**src/rtl/alu_operand_loader.sv**
```systemverilog
// Operand loader for the ALU op units. One load button captures operand A, operand B and
// the opcode in turn from the switches, then offers the set on a valid/ready handshake.
// Define DEBOUNCE_EN to insert a debounce filter on the synchronized button level.
module alu_operand_loader #(
  parameter int N          = 4,
  parameter int OPW        = 4,
  parameter int DEB_CYCLES = 16
) (
  input  logic           clk,
  input  logic           rst_n,
  input  logic [N-1:0]   sw_data,
  input  logic           btn_load,
  input  logic           clear,
  input  logic           alu_ready,
  output logic [N-1:0]   op_a,
  output logic [N-1:0]   op_b,
  output logic [OPW-1:0] opcode,
  output logic           op_valid,
  output logic [1:0]     stage
);

  typedef enum logic [1:0] {
    WAIT_A  = 2'd0,
    WAIT_B  = 2'd1,
    WAIT_OP = 2'd2,
    ISSUE   = 2'd3
  } state_t;

  state_t         r_state;
  state_t         w_state_next;
  logic           r_sync1;
  logic           r_sync2;
  logic           r_prev;
  logic           w_level;
  logic           w_press;
  logic           w_cap_a;
  logic           w_cap_b;
  logic           w_cap_op;
  logic [N-1:0]   r_op_a;
  logic [N-1:0]   r_op_b;
  logic [OPW-1:0] r_opcode;

  // The button is asynchronous to clk: two flops settle it, a third holds the last level
  // so a held button yields a single press.
  // NOTE: sequential state uses non-blocking assignments so every flop samples pre-edge values.
  always_ff @(posedge clk or negedge rst_n) begin
    if (!rst_n) begin
      r_sync1 <= 1'b0;
      r_sync2 <= 1'b0;
      r_prev  <= 1'b0;
    end else begin
      r_sync1 <= btn_load;
      r_sync2 <= r_sync1;
      r_prev  <= w_level;
    end
  end

`ifdef DEBOUNCE_EN
  localparam int CW = $clog2(DEB_CYCLES);

  logic          r_deb;
  logic [CW-1:0] r_deb_cnt;

  // The debounced level only follows s2 after it has differed for DEB_CYCLES cycles.
  always_ff @(posedge clk or negedge rst_n) begin
    if (!rst_n) begin
      r_deb     <= 1'b0;
      r_deb_cnt <= '0;
    end else if (r_sync2 == r_deb) begin
      r_deb_cnt <= '0;
    end else if (r_deb_cnt == CW'(DEB_CYCLES - 1)) begin
      r_deb     <= r_sync2;
      r_deb_cnt <= '0;
    end else begin
      r_deb_cnt <= r_deb_cnt + CW'(1);
    end
  end

  assign w_level = r_deb;
`else
  logic w_unused_deb;

  assign w_unused_deb = (DEB_CYCLES > 1);
  assign w_level      = r_sync2;
`endif

  assign w_press = w_level & ~r_prev;

  always_ff @(posedge clk or negedge rst_n) begin
    if (!rst_n) begin
      r_state <= WAIT_A;
    end else begin
      r_state <= w_state_next;
    end
  end

  // NOTE: every signal driven here gets a default first, so no path can infer a latch.
  always_comb begin
    w_state_next = r_state;
    if (clear) begin
      w_state_next = WAIT_A;
    end else begin
      case (r_state)
        WAIT_A:  if (w_press)   w_state_next = WAIT_B;
        WAIT_B:  if (w_press)   w_state_next = WAIT_OP;
        WAIT_OP: if (w_press)   w_state_next = ISSUE;
        ISSUE:   if (alu_ready) w_state_next = WAIT_A;
        default:                w_state_next = WAIT_A;
      endcase
    end
  end

  // Capture strobes; presses in ISSUE fall through all three and are dropped.
  always_comb begin
    op_valid = 1'b0;
    stage    = r_state;
    w_cap_a  = 1'b0;
    w_cap_b  = 1'b0;
    w_cap_op = 1'b0;
    case (r_state)
      WAIT_A:  w_cap_a  = w_press & ~clear;
      WAIT_B:  w_cap_b  = w_press & ~clear;
      WAIT_OP: w_cap_op = w_press & ~clear;
      ISSUE:   op_valid = 1'b1;
      default: ;
    endcase
  end

  // Captured values persist past the handshake so downstream flags stay displayable.
  always_ff @(posedge clk or negedge rst_n) begin
    if (!rst_n) begin
      r_op_a   <= '0;
      r_op_b   <= '0;
      r_opcode <= '0;
    end else if (clear) begin
      r_op_a   <= '0;
      r_op_b   <= '0;
      r_opcode <= '0;
    end else begin
      if (w_cap_a)  r_op_a   <= sw_data;
      if (w_cap_b)  r_op_b   <= sw_data;
      if (w_cap_op) r_opcode <= sw_data[OPW-1:0];
    end
  end

  assign op_a   = r_op_a;
  assign op_b   = r_op_b;
  assign opcode = r_opcode;

endmodule

```
**config.mk**
```make
export PLATFORM = sky130hd
export DESIGN_NAME = alu_operand_loader
export DESIGN_NICKNAME = d
export VERILOG_FILES = /design/src/rtl/alu_operand_loader.sv
export SDC_FILE = /design/constraint.sdc
export NUM_CORES = 1
export LEC_CHECK = 0
export CELL_PAD_IN_SITES_DETAIL_PLACEMENT = 0
export CELL_PAD_IN_SITES_GLOBAL_PLACEMENT = 1
export CORE_ASPECT_RATIO = 1.2
export CORE_MARGIN = 8
export CORE_UTILIZATION = 36
export CTS_CLUSTER_SIZE = 12
export DETAILED_ROUTE_END_ITERATION = 12
export GPL_TIMING_DRIVEN = 0
export PLACE_DENSITY = 0.82
export SYNTH_ARGS = -nofsm -noshare
export SYNTH_HDL_FRONTEND = slang
export SYNTH_SLANG_ARGS = --single-unit
```
**constraint.sdc**
```tcl
create_clock -name clk -period 3.37 [get_ports clk]
set_input_delay 1.011 -clock clk [delete_from_list [all_inputs] [get_ports clk]]
set_output_delay 1.011 -clock clk [all_outputs]
set_load 0.02 [all_outputs]
```
Yosys cells after proc, flatten, opt, wreduce, memory -nomap -nowiden
Cells that the tools add are included.
{ "totals": {"reg_bits": 17, "inputBits": 9, "output_inout_bits": 15, "wordCells": 39} }
{ "classes": {"eq_ne": 7, "n_mux": 16, "bitwise_logic": 4, "n_reduce_logical": 5} }
{ "op_table": {"columns": ["operator", "count"], "rows": [
  ["two-way mux 4 bit", 6],
  ["inequality test 3 bit (second input constant)", 4],
  ["two-way mux 2 bit", 5],
  ["case mux 2 bit (4 select lines)", 1],
  ["nonzero test 2 bit", 3],
  ["equality test 2 bit (second input constant)", 2],
  ["two-way mux 1 bit", 4],
  ["AND reduction 4 bit", 1],
  ["bitwise AND 1 bit", 2],
  ["equality test 2 x 1 -> 1 bit (second input constant)", 1],
  ["logical NOT 2 bit", 1],
  ["inverter 1 bit", 2]
]} }

Longest topological paths before layout
{ "logic_depth": {"depth_word": 6, "mapped_depth": 5, "depth_no_buf": 5} }

Least setup slack after synthesis
No wires, ideal clock.
{ "synth_path": {"path_type": "register -> output", "from": "register r_state[1] (netlist: stage[1])", "to": "output port op_valid", "arrival_ns": 0.808, "required_ns": 2.359, "setup_slack_ns": 1.551, "stages_incl_launch_ff": 2, "n_path_buf": 0, "cell_sequence": "dfrtp_1 ha_1"} }
{ "synth_between": {"elab_chain_cells": 2} }
{ "synth_rtl": {"columns": ["element", "line", "text"], "rows": [
  ["start: declaration", "29", "state_t r_state;"],
  ["start signal: assignment", "93", "r_state <= w_state_next;"],
  ["equality test 2 bit", "120", "case (r_state)"],
  ["two-way mux 1 bit", "120", null],
  ["end: declaration", "18", "output logic op_valid,"]
]} }
Every way passes these cells.

Worst setup path after layout
{ "layout_path": {"from": "register r_state[0] (netlist: stage[0])", "to": "output port op_valid"} }
Same word-level chain as after synthesis.

==> flow_metrics.tcl <==
set metrics [dict create \
    post-layout-total-power_uw 555 \
    first_global_vias 670 \
    timing.critical_path.required_ns 2.36 \
    syn-instance-count 76 \
    synth_cell_type_count 17 \
    slew_viol_final 0 \
    synth.avg_cell_area_sq_um 10.2 \
    avg_wl_per_cell_microns 13.5 \
    antenna_left 0 \
    crit_chain "ha_1 -> clkdlybuf4s50_1" \
    clk_path_buf_depth 2 \
    die-area_sq_um 3900 \
    static-leakage-power_nw 0.429 \
    synth_area_sq_um 776 \
    insertedDiodeCount 0 \
    yosys-mux-area-fraction_pct 0 \
    timing.critical_path.slowest_stage_cell "sky130_fd_sc_hd__clkdlybuf4s50_1" \
    cts_root_buf "sky130_fd_sc_hd__clkbuf_4" \
    rr_endpoint "stage[1]" \
    worstSetupEndpointType "primary output" \
    total_number_of_placement_rows 18 \
    slew-limit-headroom_pct 51.0 \
    min_path_type "register to register" \
    groute.layer.met2.usage_pct 17.3 \
    post-cts-setup-buffer-count 0 \
    synth_compound_gate_area_share_pct 12.3 \
    dpl_cell_area_sq_um 1040 \
    simple_gate_area_share_of_the_yosys_netlist_pct 23.1 \
    synthTopCellsByCount "sky130_fd_sc_hd__dfrtp_1, sky130_fd_sc_hd__a21oi_1, sky130_fd_sc_hd__nand2_1, sky130_fd_sc_hd__nand3_1, sky130_fd_sc_hd__ha_1" \
    grt-busiest-layer "met2" \
    rsz0062_at_grt "false" \
    num-nets-final 117 \
    period_needed_ns 2.54 \
    cts.clk_slew.worst_paths_ns 0.10 \
    max-cap-violations 0 \
    start_point_of_the_worst_hold_path "r_sync1" \
    tritoncts.num_buffers 3 \
    h-tree-depth 1 \
    cellPowerDensity_nw_per_um2 519 \
    synth.area.top_cells "sky130_fd_sc_hd__dfrtp_1, sky130_fd_sc_hd__a21oi_1, sky130_fd_sc_hd__nand3_1" \
    die_w_microns 58.4 \
    worst_skew_late_latency_ns 0.29 \
    post_cts_hold_buffer_count 0 \
    total_non_filler_cell_area_in_the_finished_layout_sq_um 1070 \
    worst_slew_pin_tran_ns 0.733 \
    worst_setup_path_start_kind "register" \
    outcome "finished clean" \
    period_utilization_pct 75.4 \
    routed-via-count 661 \
    critPathMaxStageDelay_ns 0.61 \
    timing.critical_path.arrival_ns 1.53 \
    dieHeight_microns 66.9 \
    synth.ff_latch_count 17 \
    postLayoutCoreUtil_pct 52.3 \
    clock_sinks 17 \
    cts_tree "done" \
    rr_worst_depth 5 \
    worstPathMaxFanout 5 \
    placement.io_buffers 23 \
    drc 0 \
    rr_startpoint "stage[0]" \
    proportion_of_layout_cells_with_a_drive_suffix_above_1_pct 5.83 \
    timing.setup.critical_path_class "register to primary output" \
    synth.net_count 89 \
    max_freq_mhz 394 \
    yosys.area.top_type_share_pct 54.8 \
    timing_hold_violations_final 0 \
    total_wirelength_mm 1.80 \
    via_per_inst 4.97 \
    grt_max_degree 18 \
    synthToLayoutAreaGrowth_pct 38.1 \
    vdd.ir_drop.worst_mv 0.343 \
    ff2ff_setup_slack_ns 1.79 \
    placeableCoreArea_sq_um 2050 \
    globalRouteOverflowTotal 0 \
    setup_viol 0 \
    tns_ns 0 \
    grt.total_usage_pct 10.1 \
    post_synth_fa_ha_maj_area_fraction_pct 6.45 \
    io_pins 24 \
    async_reset_ff_share_pct 100 \
    timing.hold.worst_path_depth 0 \
    detailedRoute.firstPassIterationCount 4 \
    timing.clock.skew_ns 0.00162 \
    start_util_pct 37.9 \
    global_route_track_usage_on_met1_pct 11.8 \
    globalRouteMet3Util_pct 2.12 \
    cell_with_the_most_instances_after_synthesis "sky130_fd_sc_hd__dfrtp_1" \
    grt_first_pass_wirelength_mm 3.08 \
    synth_sequential_area_ratio_pct 54.8 \
    synth.yosys.warnings 0 \
    synth_edf_count 0 \
    synth_largest_area_cell "sky130_fd_sc_hd__dfrtp_1" \
    half_perimeter_wire_length_after_detailed_placement_mm 1.42 \
    hold_end "r_sync2" \
    number_of_violations_reported_at_the_end_of_detailed_routing_iteration_0 12 \
    synth_top_flop_cell "sky130_fd_sc_hd__dfrtp_1" \
    gp_routability_congestion 0.819 \
    fillerInstances 189 \
    grt_antenna_before_repair 0 \
    dominant_combinational_cell_family_by_area_after_synthesis "simple AND/OR/NAND/NOR gates" \
    synthXorXnorAreaFrac_pct 0 \
    cts.repair.resized 0 \
]
==> worst max-delay path, delay by kind of cell, from the launching register on <==
kind / cells / cell delay [ns]
adder cells (fa/ha/maj): 1 / 0.19
flip-flops: 1 / 0.44
buffers and inverters: 1 / 0.61
==> layout by cell type, fill, tap and decap left out, drive strengths merged <==
| cell | n |
|---|---|
| ha | 4 |
| nor3 | 1 |
| nand3b | 3 |
| nand4 | 2 |
| clkdlybuf4s50 | 23 |
| dfrtp | 17 |
| clkbuf | 4 |
| nand3 | 12 |
| o311ai | 2 |
| clkinv | 1 |
| or2b | 1 |
| nand2b | 1 |
| nor2b | 1 |
| inv | 3 |
| nand2 | 12 |
| or3 | 1 |
| a21oi | 12 |
| buf | 1 |
| o2111ai | 2 |
==> logic make-up after synthesis <==
family / Yosys count
adder cells (fa/ha/maj): 4
buffers and inverters: 5
AO/OA/AOI/OAI: 16
AND/OR/NAND/NOR: 34
flip-flops: 17
==> how the worst max path moves through the flow <==
| stage | slack, ns | from | cells after the start | to |
|---|---|---|---|---|
| floorplan | 1.55 | stage[1] | 1 | op_valid |
| global placement | 1.16 | clear | 3 | opcode[3] |
| detailed placement | 1.16 | clear | 3 | opcode[3] |
| global route | 0.76 | stage[0] | 2 | op_valid |
| finish | 0.83 | stage[0] | 2 | op_valid |
| CTS | 0.83 | stage[0] | 2 | op_valid |
==> cell type report <==
| class | count | area [sq um] | share of cell area, % |
|---|---|---|---|
| flip-flops and latches | 17 | 425 | 39.7 |
| multi-input cells | 54 | 324 | 30.3 |
| repair buffers | 23 | 230 | 21.5 |
| well taps | 30 | 37.5 | 3.50 |
| clock buffers | 3 | 22.5 | 2.10 |
| plain buffers | 2 | 15.0 | 1.40 |
| inverters | 3 | 11.3 | 1.05 |
| clock inverters | 1 | 5.00 | 0.467 |
==> registers in the layout, summed over array words and instances (netlist names) <==
register / cells
op_a: 4
r_sync1: 1
opcode: 4
r_sync2: 1
stage: 2
op_b: 4
r_prev: 1
==> layer usage <==
| layer | vias up | routed length [microns] |
|---|---|---|
| met5 | - | 0 |
| met4 | 0 | 22 |
| met3 | 2 | 79 |
| met2 | 19 | 882 |
| met1 | 314 | 817 |
| li1 | 326 | - |
==> stage by stage <==
stage               cells  hold slack [ns]  setup WS [ns]
finish                133            0.370          0.830
global route          133            0.386          0.758
CTS                   133            0.370          0.835
detailed placement    129            0.347           1.16
global placement      129            0.336           1.16
floorplan              76            0.331           1.55
==> power breakdown <==
part           switching [mW]  internal [mW]  total (mW)
Clock                  0.0650         0.0442       0.109
Combinational           0.114         0.0869       0.201
Sequential             0.0201          0.225       0.245
Total                   0.199          0.356       0.555
No activity file was read; power rests on OpenSTA's default activity.
